`config.mk`:
```
export PLATFORM = sky130hd
export DESIGN_NAME = ps2_rx_fifo_flat
export DESIGN_NICKNAME = d
export VERILOG_FILES = /design/src/rtl/ps2_rx_fifo_if.sv /design/src/rtl/ps2_rx_fifo.sv /design/src/flat_wrapper.sv
export SDC_FILE = /design/constraint.sdc
export NUM_CORES = 1
export LEC_CHECK = 0
export ABC_AREA = 1
export BUFFER_PORTS_ARGS = -buffer_cell sky130_fd_sc_hd__buf_2
export CORE_MARGIN = 3
export CORE_UTILIZATION = 62
export DETAILED_ROUTE_END_ITERATION = 10
export PLACE_DENSITY = 0.88
export SLEW_MARGIN = 20
export SYNTH_ARGS = -nofsm -noshare
export SYNTH_HDL_FRONTEND = slang
export SYNTH_SLANG_ARGS = --single-unit
```
`constraint.sdc`:
```
create_clock -name clk -period 2.5 [get_ports clk]
set_clock_uncertainty 0.1 [all_clocks]
set_input_delay 0.5 -clock clk [delete_from_list [all_inputs] [get_ports clk]]
set_output_delay 0.5 -clock clk [all_outputs]
set_load 0.02 [all_outputs]
```
`src/rtl/ps2_rx_fifo_if.sv`:
```
// Receive-side handshake bundle for ps2_rx_fifo: show-ahead head entry plus valid/ready.
// Handshake: an entry transfers on any clk edge where rx_valid & rx_ready are both 1; rx_valid never depends on rx_ready.
interface ps2_rx_fifo_if;
  logic [7:0] rx_data;
  logic       rx_parity_err;
  logic       rx_frame_err;
  logic       rx_valid;
  logic       rx_ready;

  modport master (
    output rx_data, rx_parity_err, rx_frame_err, rx_valid,
    input  rx_ready
  );

  modport slave (
    input  rx_data, rx_parity_err, rx_frame_err, rx_valid,
    output rx_ready
  );
endinterface

```
`src/rtl/ps2_rx_fifo.sv`:
```
// PS/2 device-to-host receiver: sync + deglitch, 11-bit deframer with parity/stop/timeout checks, show-ahead FIFO.
// Optional error counters (cnt_parity, cnt_frame, cnt_timeout) exist only when PS2_ERR_CNT_EN is defined.
module ps2_rx_fifo #(
  parameter int FIFO_DEPTH     = 8,
  parameter int FILTER_LEN     = 4,
  parameter int TIMEOUT_CYCLES = 20000
) (
  input  logic                            clk,
  input  logic                            reset_n,
  input  logic                            ps2_clk,
  input  logic                            ps2_data,
  ps2_rx_fifo_if.master                   rx,
  output logic [$clog2(FIFO_DEPTH+1)-1:0] fifo_count,
  output logic                            busy,
  output logic                            err_timeout,
  output logic                            err_overflow,
  input  logic                            err_clr
`ifdef PS2_ERR_CNT_EN
  ,
  output logic [7:0]                      cnt_parity,
  output logic [7:0]                      cnt_frame,
  output logic [7:0]                      cnt_timeout
`endif
);

  localparam int AW = (FIFO_DEPTH > 1) ? $clog2(FIFO_DEPTH) : 1;
  localparam int CW = $clog2(FIFO_DEPTH + 1);
  localparam int FW = $clog2(FILTER_LEN + 1);
  localparam int TW = $clog2(TIMEOUT_CYCLES);

  typedef enum logic [1:0] {IDLE, DATA, PARITY, STOP} state_e;

  logic          clk_s1_q, clk_s2_q, dat_s1_q, dat_s2_q;
  logic          filt_q, filt_d;
  logic [FW-1:0] flt_cnt_q, flt_cnt_d;
  logic          sample_w;

  state_e        state_q, state_d;
  logic [2:0]    bit_cnt_q, bit_cnt_d;
  logic [7:0]    shift_q, shift_d;
  logic          par_q, par_d;
  logic [TW-1:0] timer_q, timer_d;
  logic          err_timeout_q;
  logic          timeout_w, push_w;
  logic [9:0]    push_entry;

  logic [9:0]    mem_q [FIFO_DEPTH];
  logic [AW-1:0] wr_ptr_q, wr_ptr_d, rd_ptr_q, rd_ptr_d;
  logic [CW-1:0] count_q, count_d;
  logic          err_ovf_q, err_ovf_d;
  logic          full_w, pop_w, wr_en_w, ovf_set_w;

  // Filtered clock only follows the synced clock once it has disagreed for FILTER_LEN cycles in a row.
  always_comb begin
    filt_d    = filt_q;
    flt_cnt_d = '0;
    if (clk_s2_q != filt_q) begin
      if (flt_cnt_q == FW'(FILTER_LEN - 1)) filt_d = ~filt_q;
      else                                  flt_cnt_d = flt_cnt_q + 1'b1;
    end
  end

  assign sample_w = filt_q & ~filt_d;

  always_comb begin
    state_d   = state_q;
    bit_cnt_d = bit_cnt_q;
    shift_d   = shift_q;
    par_d     = par_q;
    timer_d   = timer_q;
    timeout_w = 1'b0;
    push_w    = 1'b0;
    if (state_q == IDLE) begin
      if (sample_w && !dat_s2_q) begin
        state_d   = DATA;
        bit_cnt_d = '0;
        timer_d   = '0;
      end
    end else if (sample_w) begin
      timer_d = '0;
      case (state_q)
        DATA: begin
          shift_d   = {dat_s2_q, shift_q[7:1]};
          bit_cnt_d = bit_cnt_q + 1'b1;
          if (bit_cnt_q == 3'd7) state_d = PARITY;
        end
        PARITY: begin
          par_d   = dat_s2_q;
          state_d = STOP;
        end
        STOP: begin
          push_w  = 1'b1;
          state_d = IDLE;
        end
        default: state_d = IDLE;
      endcase
    end else if (timer_q == TW'(TIMEOUT_CYCLES - 1)) begin
      timeout_w = 1'b1;
      state_d   = IDLE;
    end else begin
      timer_d = timer_q + 1'b1;
    end
  end

  // Entry layout: {frame_err, parity_err, data}
  assign push_entry = {~dat_s2_q, ~^{shift_q, par_q}, shift_q};

  assign full_w    = (count_q == CW'(FIFO_DEPTH));
  assign pop_w     = rx.rx_valid & rx.rx_ready;
  assign wr_en_w   = push_w & (~full_w | pop_w);
  assign ovf_set_w = push_w & full_w & ~pop_w;

  always_comb begin
    wr_ptr_d  = wr_en_w ? wr_ptr_q + 1'b1 : wr_ptr_q;
    rd_ptr_d  = pop_w   ? rd_ptr_q + 1'b1 : rd_ptr_q;
    count_d   = count_q;
    case ({wr_en_w, pop_w})
      2'b10:   count_d = count_q + 1'b1;
      2'b01:   count_d = count_q - 1'b1;
      default: count_d = count_q;
    endcase
    err_ovf_d = ovf_set_w ? 1'b1 : (err_clr ? 1'b0 : err_ovf_q);
  end

  always_ff @(posedge clk or negedge reset_n) begin
    if (!reset_n) begin
      clk_s1_q      <= 1'b1;
      clk_s2_q      <= 1'b1;
      dat_s1_q      <= 1'b1;
      dat_s2_q      <= 1'b1;
      filt_q        <= 1'b1;
      flt_cnt_q     <= '0;
      state_q       <= IDLE;
      bit_cnt_q     <= '0;
      shift_q       <= '0;
      par_q         <= 1'b0;
      timer_q       <= '0;
      err_timeout_q <= 1'b0;
      wr_ptr_q      <= '0;
      rd_ptr_q      <= '0;
      count_q       <= '0;
      err_ovf_q     <= 1'b0;
      for (int i = 0; i < FIFO_DEPTH; i++) mem_q[i] <= '0;
    end else begin
      clk_s1_q      <= ps2_clk;
      clk_s2_q      <= clk_s1_q;
      dat_s1_q      <= ps2_data;
      dat_s2_q      <= dat_s1_q;
      filt_q        <= filt_d;
      flt_cnt_q     <= flt_cnt_d;
      state_q       <= state_d;
      bit_cnt_q     <= bit_cnt_d;
      shift_q       <= shift_d;
      par_q         <= par_d;
      timer_q       <= timer_d;
      err_timeout_q <= timeout_w;
      wr_ptr_q      <= wr_ptr_d;
      rd_ptr_q      <= rd_ptr_d;
      count_q       <= count_d;
      err_ovf_q     <= err_ovf_d;
      if (wr_en_w) mem_q[wr_ptr_q] <= push_entry;
    end
  end

  assign rx.rx_data       = mem_q[rd_ptr_q][7:0];
  assign rx.rx_parity_err = mem_q[rd_ptr_q][8];
  assign rx.rx_frame_err  = mem_q[rd_ptr_q][9];
  assign rx.rx_valid      = (count_q != '0);
  assign fifo_count       = count_q;
  assign busy             = (state_q != IDLE);
  assign err_timeout      = err_timeout_q;
  assign err_overflow     = err_ovf_q;

`ifdef PS2_ERR_CNT_EN
  logic [7:0] cnt_par_q, cnt_par_d, cnt_frm_q, cnt_frm_d, cnt_tmo_q, cnt_tmo_d;

  // Counted at the STOP sample, so frames later dropped for overflow still register their errors.
  always_comb begin
    cnt_par_d = cnt_par_q;
    cnt_frm_d = cnt_frm_q;
    cnt_tmo_d = cnt_tmo_q;
    if (err_clr) begin
      cnt_par_d = '0;
      cnt_frm_d = '0;
      cnt_tmo_d = '0;
    end else begin
      if (push_w && push_entry[8] && cnt_par_q != 8'hFF) cnt_par_d = cnt_par_q + 1'b1;
      if (push_w && push_entry[9] && cnt_frm_q != 8'hFF) cnt_frm_d = cnt_frm_q + 1'b1;
      if (timeout_w && cnt_tmo_q != 8'hFF)               cnt_tmo_d = cnt_tmo_q + 1'b1;
    end
  end

  always_ff @(posedge clk or negedge reset_n) begin
    if (!reset_n) begin
      cnt_par_q <= '0;
      cnt_frm_q <= '0;
      cnt_tmo_q <= '0;
    end else begin
      cnt_par_q <= cnt_par_d;
      cnt_frm_q <= cnt_frm_d;
      cnt_tmo_q <= cnt_tmo_d;
    end
  end

  assign cnt_parity  = cnt_par_q;
  assign cnt_frame   = cnt_frm_q;
  assign cnt_timeout = cnt_tmo_q;
`endif

endmodule

```
`src/flat_wrapper.sv`:
```
// flat-port wrapper written by rule: the top's interface ports become plain ports
module ps2_rx_fifo_flat 
#(
  parameter int FIFO_DEPTH     = 8,
  parameter int FILTER_LEN     = 4,
  parameter int TIMEOUT_CYCLES = 20000
)
  (clk, reset_n, ps2_clk, ps2_data, fifo_count, busy, err_timeout, err_overflow, err_clr, rx_rx_data, rx_rx_parity_err, rx_rx_frame_err, rx_rx_valid, rx_rx_ready);
  ps2_rx_fifo_if rx_i ();
  input  logic clk;
  input  logic reset_n;
  input  logic ps2_clk;
  input  logic ps2_data;
  output logic [$clog2(FIFO_DEPTH+1)-1:0] fifo_count;
  output logic busy;
  output logic err_timeout;
  output logic err_overflow;
  input  logic err_clr;
  output wire logic [$bits(rx_i.rx_data)-1:0] rx_rx_data;
  output wire logic [$bits(rx_i.rx_parity_err)-1:0] rx_rx_parity_err;
  output wire logic [$bits(rx_i.rx_frame_err)-1:0] rx_rx_frame_err;
  output wire logic [$bits(rx_i.rx_valid)-1:0] rx_rx_valid;
  input wire logic [$bits(rx_i.rx_ready)-1:0] rx_rx_ready;
  assign rx_rx_data = rx_i.rx_data;
  assign rx_rx_parity_err = rx_i.rx_parity_err;
  assign rx_rx_frame_err = rx_i.rx_frame_err;
  assign rx_rx_valid = rx_i.rx_valid;
  assign rx_i.rx_ready = rx_rx_ready;
  ps2_rx_fifo #(.FIFO_DEPTH(FIFO_DEPTH), .FILTER_LEN(FILTER_LEN), .TIMEOUT_CYCLES(TIMEOUT_CYCLES)) u_core (.clk(clk), .reset_n(reset_n), .ps2_clk(ps2_clk), .ps2_data(ps2_data), .rx(rx_i), .fifo_count(fifo_count), .busy(busy), .err_timeout(err_timeout), .err_overflow(err_overflow), .err_clr(err_clr));
endmodule
```
==> metrics.csv <==
stage;metric;value;unit
layout;Antenna diodes;0;
yosys;post-synth cell types;31;
power;PwrDens;955;mW/mm^2
critical_path;critical path launch point type;register;
yosys;EDFF count, synth;0;
placed_design;RePlAce Congestion;0.897;
routing;Detailed Routing Iterations Pass 1;5;
grt;grt ovf;0;
clock_tree;H-tree lvl count;4;
layout;P&R area growth vs syn;17.1;%
sta;period utilisation layout;101;%
worst_hold_path;Hold WC Path Type;in -> reg;
die;die area;0.0116;sq mm
layout;share of cells above drive strength 1;14.9;%
sta;WHS;0.0818;ns
critical_path;Setup CP Type;reg -> out;
critical_path;Worst path depth;6;
sta;fin. max-slew vios;0;
critical_path;depth of the worst register-to-register path;13;
routing;Post-Route WL;16.4;mm
yosys;Commonest cells post-synth;236 x nand2_1, 124 x dfrtp_1, 100 x nor2_1, 56 x o21ai_0, 55 x o21ai_1;
grt;vias in the first global route;5503;
critical_path;Critical R2R Launch;u_core.flt_cnt_q[0];
layout;utilization after layout;75.5;%
critical_path;reg-to-reg setup timing slack;0.16;ns
critical_path;CP startpoint;u_core.rd_ptr_q[0];
sta;Slew HR;60.7;%
power;Leak Pwr;3.54;nW
sta;Achievable Freq;396;MHz
sta;worst slew pin tran;0.590;ns
layout;cell area after layout;0.00748;sq mm
placed_design;input/output buffers;23;
yosys;Seq/Total Area, Yosys;50.6;%
layout;Storage cell area;0.00324;sq mm
clock_tree;clock latency on the worst-skew pair;0.53;ns
clock_tree;cts bufs inserted;17;
yosys;Synth Flop Type;dfrtp_1;
yosys;Syn Inst Count;775;
placed_design;post-placement cell area;0.00662;sq mm
die;area of the core;0.00991;sq mm
critical_path;family with the most delay on the worst path;flip-flops;
critical_path;Critical Path RT;1.90;ns
die;Die X;108;um
critical_path;CP cell instances;buf_8, o21ai_0, o32ai_2, nand2_1, nand2_1, buf_4;
clock_tree;clock transition at the registers of the reported paths;0.06;ns
critical_path;Critical Path End;rx_rx_frame_err;
critical_path;worst reg2reg path endpoint;u_core.fifo_count[2];
critical_path;slowest stage delay, CP;0.45;ns
yosys;most common cell in the netlist;nand2_1;
die;row cnt;36;
layout;Nets;826;
placed_design;placed insts;911;
status;violated checks;negative setup slack;
status;status;finished, violations left;
clock_tree;CTS Buffer Depth;2;
critical_path;CP Max Fanout;24;
sta;final setup slack of the worst path;-0.0242;ns
routing;Final ANT Viol Nets;0;
critical_path;CP endpoint kind;primary output;
critical_path;Worst path slowest cell;dfrtp_2;
worst_hold_path;Hold Path Stages;2;
grt;first-pass GRT wire length;26.4;mm
sta;TNS Setup;-0.0242;ns
power;total power draw;7.14;mW
die;Die Y-Extent;108;um
clock_tree;TritonCTS clock tree;built;
grt;initial antenna violation count;0;
grt;Global Route Usage Sum;29.2;%
routing;DRC viols;0;
yosys;top cell type's share of synthesized area;48.6;%
yosys;Yosys top cell by area;dfrtp_1;
layout;fill count;664;
yosys;top post-synthesis cells by area;dfrtp_1 49%, nand2_1 14%, nor2_1 5.9%;
sta;final setup fails;1;
run;Max-cap violations;0;
layout;Final Non-Filler Cells;952;
die;Ports;24;
placed_design;pre-CTS setup slack;0.120;ns
yosys;number of synthesized register bits;129;
sta;unrepaired setup endpoints after global routing;true;
routing;wire per inst;17.2;um
yosys;synth warn;0;
critical_path;Buf+Inv Stages, Crit Path;2;
routing;DR iter-0 viols;545;
grt;pin count of the biggest net entering global routing;45;
placed_design;hpwl dp;9.53;mm
yosys;Syn Std Cell Area;0.00639;sq mm
yosys;syn_area_per_cell;8.24;sq um
yosys;Synth Net Count;795;
sta;final hold vios;0;
layout;multi-input logic area;0.00287;sq mm
routing;vias post-DR;5714;
routing;Vias/cell;6.00;
critical_path;critical path's most frequent cell;nand2_1;
clock_tree;# clock sinks;129;
yosys;Post-synth ARST share;100;%
clock_tree;CTS Root Cell;clkbuf_8;
die;initial core utilization;64.5;%
power;Peak supply drop;0.000666;V
critical_path;CP arrival;1.92;ns
sta;Tmin final;2.52;ns
[state kept, by name, indices dropped and copies added, names as in the netlist, 2 cells and up]
name / cells
u_core.mem_q: 80
u_core.timer_q: 15
u_core.shift_q: 8
u_core.fifo_count: 4
u_core.bit_cnt_q: 3
u_core.flt_cnt_q: 3
u_core.rd_ptr_q: 3
u_core.wr_ptr_q: 3
u_core.state_q: 2
[cells in the final DEF, fill, tap and decap left out, drive strengths merged]
cell and count:
clkinv 8, buf 41, nand3 22, ha 14, inv 48, xor2 8
a31o 1, nor3 2, xnor2 8, dfstp 5, bufinv 3, nand2 244
clkbuf 22, a21oi 1, dlygate4sd3 3, o21bai 3, o21ai 119, dfrtp 124
nand3b 4, nand4 14, nor2 102, o22ai 2, o32ai 20, clkinvlp 1
[worst min path at each step]
stage | endpoint | slack, ns | from
finish | u_core.err_overflow | 0.08 | err_clr
global route | u_core.err_overflow | 0.08 | err_clr
CTS | u_core.err_overflow | 0.08 | err_clr
detailed placement | u_core.clk_s2_q | 0.25 | u_core.clk_s1_q
global placement | u_core.clk_s2_q | 0.25 | u_core.clk_s1_q
floorplan | u_core.bit_cnt_q[0] | 0.10 | reset_n
[what timing repair did]
item                       4_1_cts  5_1_grt
gates cloned                     1        1
pin swaps                        0       12
gates resized for setup          4       41
hold endpoints to repair        43        0
setup endpoints to repair        7       13
hold buffers                     3        0
setup buffers                    0        4
[power by group]
| group | internal (mW) | switching [mW] | total, mW |
|---|---|---|---|
| registers | 2.19 | 0.101 | 2.29 |
| clock network | 1.56 | 0.894 | 2.46 |
| logic | 0.952 | 1.44 | 2.40 |
[kinds of logic (layout without fill, tap and decap cells)]
| logic type | after synthesis | count (layout) | synth area share, % |
|---|---|---|---|
| AND/OR/NAND/NOR | 388 | 388 | 25.2 |
| AO/OA/AOI/OAI | 146 | 146 | 13.3 |
| flip-flops | 129 | 129 | 50.6 |
| buffers and inverters | 82 | 126 | 5.90 |
| XOR/XNOR | 16 | 16 | 2.19 |
| adder cells (fa/ha/maj) | 14 | 14 | 2.74 |
[area by class of cell]
cell class              instances  share of cell area [%]
flip-flops and latches        129                    43.3
repair buffers                 45                    5.79
multi-input cells             564                    38.3
inverters                      49                    2.53
clock buffers                  21                    6.01
well taps                     133                    2.23
clock inverters                11                    1.82
[per-layer routing]
metal  GRT usage [%]  part of all wire (%)  wire length (um)  vias to the layer above
li1                -                     -                 -                     2593
met1            36.8                    40              6540                     2768
met2            48.9                    50              8120                      291
met3            5.70                   7.3              1190                       62
met4            13.0                   3.4               554                        0
met5               0                     0                 0                        -
No activity file was read; power rests on OpenSTA's default activity.
